==> config.mk <==
export PLATFORM = sky130hd
export DESIGN_NAME = jk_drive_sequencer
export DESIGN_NICKNAME = d
export VERILOG_FILES = /design/src/rtl/jk_drive_sequencer.sv
export SDC_FILE = /design/constraint.sdc
export NUM_CORES = 1
export LEC_CHECK = 0
export CORE_ASPECT_RATIO = 0.5
export CORE_UTILIZATION = 67
export CTS_CLUSTER_SIZE = 14
export DETAILED_ROUTE_END_ITERATION = 8
export DONT_BUFFER_PORTS = 1
export PLACE_DENSITY_LB_ADDON = 0.12
export SKIP_LAST_GASP = 1
export SYNTH_ARGS = -nofsm -noshare
export SYNTH_HDL_FRONTEND = slang
export SYNTH_SLANG_ARGS = --single-unit
export TNS_END_PERCENT = 30
==> constraint.sdc <==
create_clock -name clk -period 6 [get_ports clk]
set_input_delay 1.2 -clock clk [delete_from_list [all_inputs] [get_ports clk]]
set_output_delay 1.2 -clock clk [all_outputs]
set_load 0.01 [all_outputs]
==> src/rtl/jk_drive_sequencer.sv <==
// rtl/jk_drive_sequencer.sv - command FIFO and J/K replay sequencer for a JK_ff bank
//
// Purpose:
//   Buffers HOLD/SET/CLEAR/TOGGLE commands in a small FIFO and replays each one
//   on the J/K inputs of the selected lanes for cmd_count+1 cycles. A shadow copy
//   of the downstream flop outputs is kept for checking and debug.
//
// Ports:
//   clk        - rising-edge clock shared with the JK_ff bank
//   rst_n      - asynchronous active-low reset
//   cmd_valid  - command present
//   cmd_ready  - FIFO can accept (not full)
//   cmd_op     - 0=HOLD 1=SET 2=CLEAR 3=TOGGLE
//   cmd_mask   - lanes the command applies to
//   cmd_count  - extra repeat cycles (drive length = cmd_count+1)
//   j_out      - registered J inputs to the bank
//   k_out      - registered K inputs to the bank
//   q_shadow   - predicted Q of each lane after the last applied edge
//   busy       - high while a command is being driven
//   fifo_level - number of queued entries, 0..DEPTH

module jk_drive_sequencer #(
  parameter int WIDTH = 4,
  parameter int DEPTH = 4,
  parameter int CNT_W = 8
) (
  input  logic                     clk,
  input  logic                     rst_n,
  input  logic                     cmd_valid,
  output logic                     cmd_ready,
  input  logic [1:0]               cmd_op,
  input  logic [WIDTH-1:0]         cmd_mask,
  input  logic [CNT_W-1:0]         cmd_count,
  output logic [WIDTH-1:0]         j_out,
  output logic [WIDTH-1:0]         k_out,
  output logic [WIDTH-1:0]         q_shadow,
  output logic                     busy,
  output logic [$clog2(DEPTH):0]   fifo_level
);

  localparam int AW = $clog2(DEPTH);
  localparam int LW = AW + 1;
  localparam logic [LW-1:0] LVL_FULL = LW'(DEPTH);

  typedef enum logic {S_IDLE, S_DRIVE} state_t;

  logic [1:0]       op_mem   [DEPTH];
  logic [WIDTH-1:0] mask_mem [DEPTH];
  logic [CNT_W-1:0] cnt_mem  [DEPTH];

  logic [AW-1:0]    wr_ptr;
  logic [AW-1:0]    rd_ptr;
  state_t           state;
  logic [CNT_W-1:0] remaining;

  logic             fifo_empty;
  logic             fifo_full;
  logic             push;
  logic             pop;
  logic [1:0]       head_op;
  logic [WIDTH-1:0] head_mask;
  logic [WIDTH-1:0] head_j;
  logic [WIDTH-1:0] head_k;

  assign fifo_empty = (fifo_level == '0);
  assign fifo_full  = (fifo_level == LVL_FULL);
  assign cmd_ready  = !fifo_full;

  // Push is gated by the registered full flag, so a simultaneous pop never
  // makes room for a push in the same edge.
  assign push = cmd_valid && !fifo_full;

  // Pop whenever idle, or on the last cycle of the current drive, so that
  // back-to-back commands run without an idle gap.
  assign pop = !fifo_empty && ((state == S_IDLE) || (remaining == '0));

  assign head_op   = op_mem[rd_ptr];
  assign head_mask = mask_mem[rd_ptr];

  // Lane encoding: HOLD 00, SET 01, CLEAR 10, TOGGLE 11 as {J,K}.
  assign head_j = head_op[1] ? head_mask : '0;
  assign head_k = head_op[0] ? head_mask : '0;

  // Storage carries no reset; validity is tracked by the pointers and level.
  always_ff @(posedge clk) begin
    if (push) begin
      op_mem[wr_ptr]   <= cmd_op;
      mask_mem[wr_ptr] <= cmd_mask;
      cnt_mem[wr_ptr]  <= cmd_count;
    end
  end

  always_ff @(posedge clk or negedge rst_n) begin
    if (!rst_n) begin
      wr_ptr     <= '0;
      rd_ptr     <= '0;
      fifo_level <= '0;
    end else begin
      if (push) wr_ptr <= wr_ptr + AW'(1);
      if (pop)  rd_ptr <= rd_ptr + AW'(1);
      case ({push, pop})
        2'b10:   fifo_level <= fifo_level + LW'(1);
        2'b01:   fifo_level <= fifo_level - LW'(1);
        default: fifo_level <= fifo_level;
      endcase
    end
  end

  always_ff @(posedge clk or negedge rst_n) begin
    if (!rst_n) begin
      state     <= S_IDLE;
      remaining <= '0;
      j_out     <= '0;
      k_out     <= '0;
      busy      <= 1'b0;
      q_shadow  <= '0;
    end else begin
      // Per lane: 00 hold, 01 -> 1, 10 -> 0, 11 invert.
      q_shadow <= (~j_out & (k_out | q_shadow)) | (j_out & k_out & ~q_shadow);

      if (pop) begin
        state     <= S_DRIVE;
        busy      <= 1'b1;
        remaining <= cnt_mem[rd_ptr];
        j_out     <= head_j;
        k_out     <= head_k;
      end else if (state == S_DRIVE) begin
        if (remaining != '0) begin
          remaining <= remaining - CNT_W'(1);
        end else begin
          state <= S_IDLE;
          busy  <= 1'b0;
          j_out <= '0;
          k_out <= '0;
        end
      end
    end
  end

endmodule

==> results of run 1 <==
==> worst register-to-register path, stage by stage (launching register included) <==
cell     delay, ps
dfrtp_1        380
inv_1          140
ha_1           190
or3b_2         490
o21ai_2        480
nand2_4        130
inv_1          140
ha_1           190
inv_1           60
fa_1           370
xor2_1         170
nor2_1         110
xor2_1         160
==> metal layers <==
metal / up-vias / part of all wire
li1: 815 / -
met1: 919 / 0.45
met2: 64 / 0.47
met3: 9 / 0.067
met4: 0 / 0.015
met5: - / 0
==> flip-flops by register name (all words and copies together), names as in the netlist <==
| name | flops |
|---|---|
| rd_ptr | 2 |
| op_mem | 8 |
| q_shadow | 4 |
| mask_mem | 16 |
| cnt_mem | 32 |
| wr_ptr | 2 |
| fifo_level | 3 |
| j_out | 4 |
| k_out | 4 |
| busy | 1 |
| remaining | 8 |
| state | 1 |
==> final timing paths <==
path | cells after the start | from | endpoint | slack, ps
min in group clk | 1 | q_shadow[0] | q_shadow[0] | 540
max reg2reg | 12 | remaining[0] | fifo_level[2] | 2920
min | 0 | rst_n | q_shadow[3] | 530
min reg2reg | 1 | q_shadow[0] | q_shadow[0] | 540
max in group asynchronous | 0 | rst_n | wr_ptr[0] | 5380
max | 12 | remaining[0] | fifo_level[2] | 2920
==> cell families after synthesis <==
| group | after synthesis |
|---|---|
| simple gates | 39 |
| mux | 22 |
| fa+ha+maj | 8 |
| buf+inv | 22 |
| xor+xnor | 6 |
| flops | 85 |
| compound gates | 26 |
==> power by group <==
group / switching [mW] / total [mW] / internal (mW)
Sequential: 0.146 / 0.932 / 0.786
Clock: 0.192 / 0.384 / 0.192
Combinational: 0.179 / 0.365 / 0.185
Total: 0.518 / 1.68 / 1.16
==> per-stage QoR <==
stage               instances  total power [mW]   util  setup WS [ps]
floorplan                 208              1.21      -           3410
global placement          272              1.29  0.714           3120
global route              288              1.77  0.751           2680
detailed placement        272              1.31  0.714           2950
CTS                       288              1.69  0.751           2930
finish                    288              1.68  0.751           2920
==> cell usage after synthesis, drive strengths merged (3+ instances only) <==
library cell   n  area share
ha             7       0.025
o21ai          3      0.0064
nand2          6      0.0086
mux2i          6       0.017
a21oi          4      0.0057
nand3          8       0.011
a22o           8       0.020
inv           16       0.017
nor3           4      0.0057
and3           7       0.014
edfxtp        56        0.48
dfrtp         29        0.21
nor2           4      0.0043
xnor2          4       0.010
mux4          14       0.090
buf            4      0.0082
==> cell type report <==
| type | count | share of cell area |
|---|---|---|
| flip-flops and latches | 85 | 0.644 |
| clock buffers | 12 | 0.0362 |
| clock inverters | 4 | 0.0134 |
| well taps | 70 | 0.0234 |
| inverters | 16 | 0.0161 |
| multi-input cells | 101 | 0.267 |
==> reports/metrics.yaml, run 1 <==
ff_latch_area_um2: 2410
cts_tree: "built"
cts_root_buf: "clkbuf_8"
start_util: 0.703
vias_per_cell: 6.27
dieArea_um2: 5540
drive_gt1_frac: 0.183
worstPathRequired_ps: 6270
path_cells: "inv_1 > ha_1 > or3b_2 > o21ai_2 > nand2_4 > inv_1 > ha_1 > inv_1 > fa_1 > xor2_1 > nor2_1 > xor2_1"
drtIter0Drc: 183
seq_area_frac_synth: 0.688
syn_nets: 233
hpwl_um: 3940
final_common_cell: "edfxtp_1"
h-tree-depth: 3
multi_input_area_um2: 997
cts_resized: 0
wire_per_inst_um: 20.4
synth.distinct_cells: 43
crit_path_end_kind: "flip-flop"
vias: 1807
cap_violations: 0
synth_edf_count: 56
track_usage: 0.243
synth_area_per_cell_um2: 16.8
fmax_mhz: 325
core_um2: 4980
die_x_um: 104
path_common_cell: "inv_1"
fin_crit_sh: 0.513
grtUsageMet3: 0.0998
synth_ff_type: "edfxtp_1"
hold_class: "in2async"
drc: 0
finalHoldViolations: 0
ys.warnings.count: 0
synth_mux_area_frac: 0.115
grt_use_met2: 0.370
yosys_register_bits: 85
syn-instance-count: 208
status: "finished clean"
slowest_stage: "or3b_2"
grt_pass1_vias: 1802
netlist_area_um2: 3500
postCtsSetupBuffers: 0
clkLatencyLatePin_ps: 350
final_cell_mix: "edfxtp_1 (56), dfrtp_1 (29), inv_1 (16), mux4_2 (14), clkbuf_8 (9)"
first_pass_iters: 4
worstPathArrival_ps: 3350
worstMarginPinSlew_ps: 958
postCtsHoldBufs: 0
met1_usage: 0.314
ir_drop_mv: 0.276
synth_compound_area_frac: 0.0586
relSlewSlack: 0.361
grt_max_degree: 30
place_congestion: 0.933
syn2layout_area_growth_pct: 6.75
p_leak_nw: 1.39
synth_top_family_by_area: "multiplexers"
fin_crit_ps: 3080
hold_slack_ps: 532
crit_type: "reg2reg"
power.density_nw_per_um2: 450
setup_viol: 0
grt_pass1_wl_um: 9270
skew_ps: 6.50
path_delay_family: "adder cells"
busiest_layer: "met2"
dpl_cell_area_um2: 3550
crit_fanout: 11
fin_setup_tns_ps: 0
slew_violations: 0
start_kind: "flip-flop"
num_rows: 18
synthArstFlopShare: 0.341
clkSlewWorstSetupHoldPaths_ps: 80
antenna_left: 0
cp_num_buf_inv: 3
num_io_pins: 34
totalWireLength_um: 5860
die_h_um: 53.1
synth_xor_area_frac: 0.0150
final_area_um2: 3740
numCtsBuffers: 9
cts.sinks: 85
synthAdderAreaFrac: 0.0307
rsz0062_at_grt: "false"
nets: 238
port_buffers: 0
fill_cells: 309
n_antenna_cell: 0
antenna_found_initial: 0
grt_overflow: 0
cpPeakStageDelay_ps: 490
cts_max_path_buffers: 2
synthSimpleGateAreaFrac: 0.0658
(Power assumes the default switching activity.)
==> run 2: changes to the inputs <==
--- a/config.mk
+++ b/config.mk
@@ -6,7 +6,7 @@
 export NUM_CORES = 1
 export LEC_CHECK = 0
 export CORE_ASPECT_RATIO = 0.5
-export CORE_UTILIZATION = 67
+export CORE_UTILIZATION = 56
 export CTS_CLUSTER_SIZE = 14
 export DETAILED_ROUTE_END_ITERATION = 8
 export DONT_BUFFER_PORTS = 1
==> constraint.sdc (replaced) <==
create_clock -name clk -period 2.78 [get_ports clk]
set_input_delay 0.556 -clock clk [delete_from_list [all_inputs] [get_ports clk]]
set_output_delay 0.556 -clock clk [all_outputs]
set_load 0.01 [all_outputs]
==> reports/metrics.yaml, run 2 (synthesis gave the netlist of run 1 again) <==
skew_ps: 4.73
final_cell_mix: "edfxtp_1 (56), dfrtp_1 (29), inv_1 (14), mux4_2 (14), clkbuf_16 (9)"
die_x_um: 114
rsz0062_at_grt: "false"
p_leak_nw: 1.48
largest_register: "cnt_mem"
regToRegEndpoint: "fifo_level[2]"
place_congestion: 0.821
cts_root_buf: "clkbuf_16"
cts_max_path_buffers: 2
path_delay_family: "adder cells"
drtIter0Drc: 118
cp_num_buf_inv: 3
reg_top3: "cnt_mem: 32 flops, mask_mem: 16 flops"
fmax_mhz: 390
core_um2: 5750
rr_startpoint: "remaining[1]"
num_rows: 19
grt_max_degree: 30
postCtsSetupBuffers: 0
fin_crit_ps: 2570
crit_type: "reg2reg"
largest_register_ffs: 32
ir_drop_mv: 0.572
dp_slack_ps: 44.5
final_common_cell: "edfxtp_1"
worstMarginPinSlew_ps: 889
n_antenna_cell: 0
grt_pass1_wl_um: 9930
totalWireLength_um: 6140
cp.depth: 12
r2r_setup_slack_ps: 210
fin_crit_sh: 0.923
slew_violations: 0
status: "finished clean"
path_cells: "inv_1 > ha_1 > or3b_4 > o21ai_4 > nand2_4 > inv_2 > ha_2 > inv_1 > fa_1 > xor2_1 > nor2_1 > xor2_1"
numCtsBuffers: 9
wire_per_inst_um: 19.8
dieArea_um2: 6590
fin_ws_ps: 213
start_util: 0.609
hold_slack_ps: 41.1
h-tree-depth: 3
antenna_found_initial: 0
reg2reg_depth: 12
syn2layout_area_growth_pct: 12.0
nets: 246
setup_viol: 0
relSlewSlack: 0.403
fin_util: 0.682
grt_overflow: 0
clkSlewWorstSetupHoldPaths_ps: 60
finalHoldViolations: 0
crit_fanout: 5
grt_pass1_vias: 1915
cpPeakStageDelay_ps: 410
worstPathArrival_ps: 2820
hold_class: "in2async"
vias_per_cell: 5.85
drc: 0
cap_violations: 0
vias: 1812
antenna_left: 0
clkLatencyLatePin_ps: 330
power.density_nw_per_um2: 1010
start_kind: "flip-flop"
cts_tree: "built"
fin_setup_tns_ps: 0
track_usage: 0.215
first_pass_iters: 4
worstPathRequired_ps: 3040
crit_path_end_kind: "flip-flop"
drive_gt1_frac: 0.226
port_buffers: 0
cts.sinks: 85
slowest_stage: "or3b_4"
num_io_pins: 34
die_h_um: 57.9
hpwl_um: 4050
==> run 2: stage by stage <==
stage	instances	cell area (um2)	total power, mW
5_1_grt	310	3920	4.17
3_5_place_dp	293	3620	2.92
6_report	310	3920	3.97
4_1_cts	310	3910	3.98
3_3_place_gp	293	3620	2.88
2_1_floorplan	208	3500	2.61
==> run 2: layout make-up <==
type,count,area (um2)
multi-input combinational,101,1010
clock buffer,11,233
sequential,85,2410
inverter,16,60.1
tap,84,105
clock inverter,5,35.0
fill,392,1830
timing repair buffer,8,72.6
==> run 2: worst max path at each step <==
stage	to	from	slack, ps
finish	fifo_level[2]	remaining[1]	210
global route	fifo_level[2]	remaining[1]	40
CTS	fifo_level[2]	remaining[0]	40
detailed placement	fifo_level[2]	remaining[0]	40
global placement	fifo_level[2]	remaining[0]	180
floorplan	fifo_level[2]	remaining[0]	190
==> run 2: timing repair <==
item                                   4_1_cts  5_1_grt
hold buffers                                 1        0
endpoints found under the hold margin       29        0
gates resized for setup                      0        5
setup endpoints to repair                    0        1
==> run 2: per-layer routing <==
metal / wire (um) / global-route usage / vias to the layer above
li1: - / - / 830
met2: 2710 / 0.302 / 41
met1: 3080 / 0.323 / 933
met3: 287 / 0.0659 / 8
met5: 0 / 0 / -
met4: 59 / 0.0724 / 0
==> run 2: report_power, final <==
group,switching (mW),internal [mW],total [mW]
Combinational,0.496,0.445,0.941
Clock,0.455,0.606,1.06
Sequential,0.270,1.70,1.96
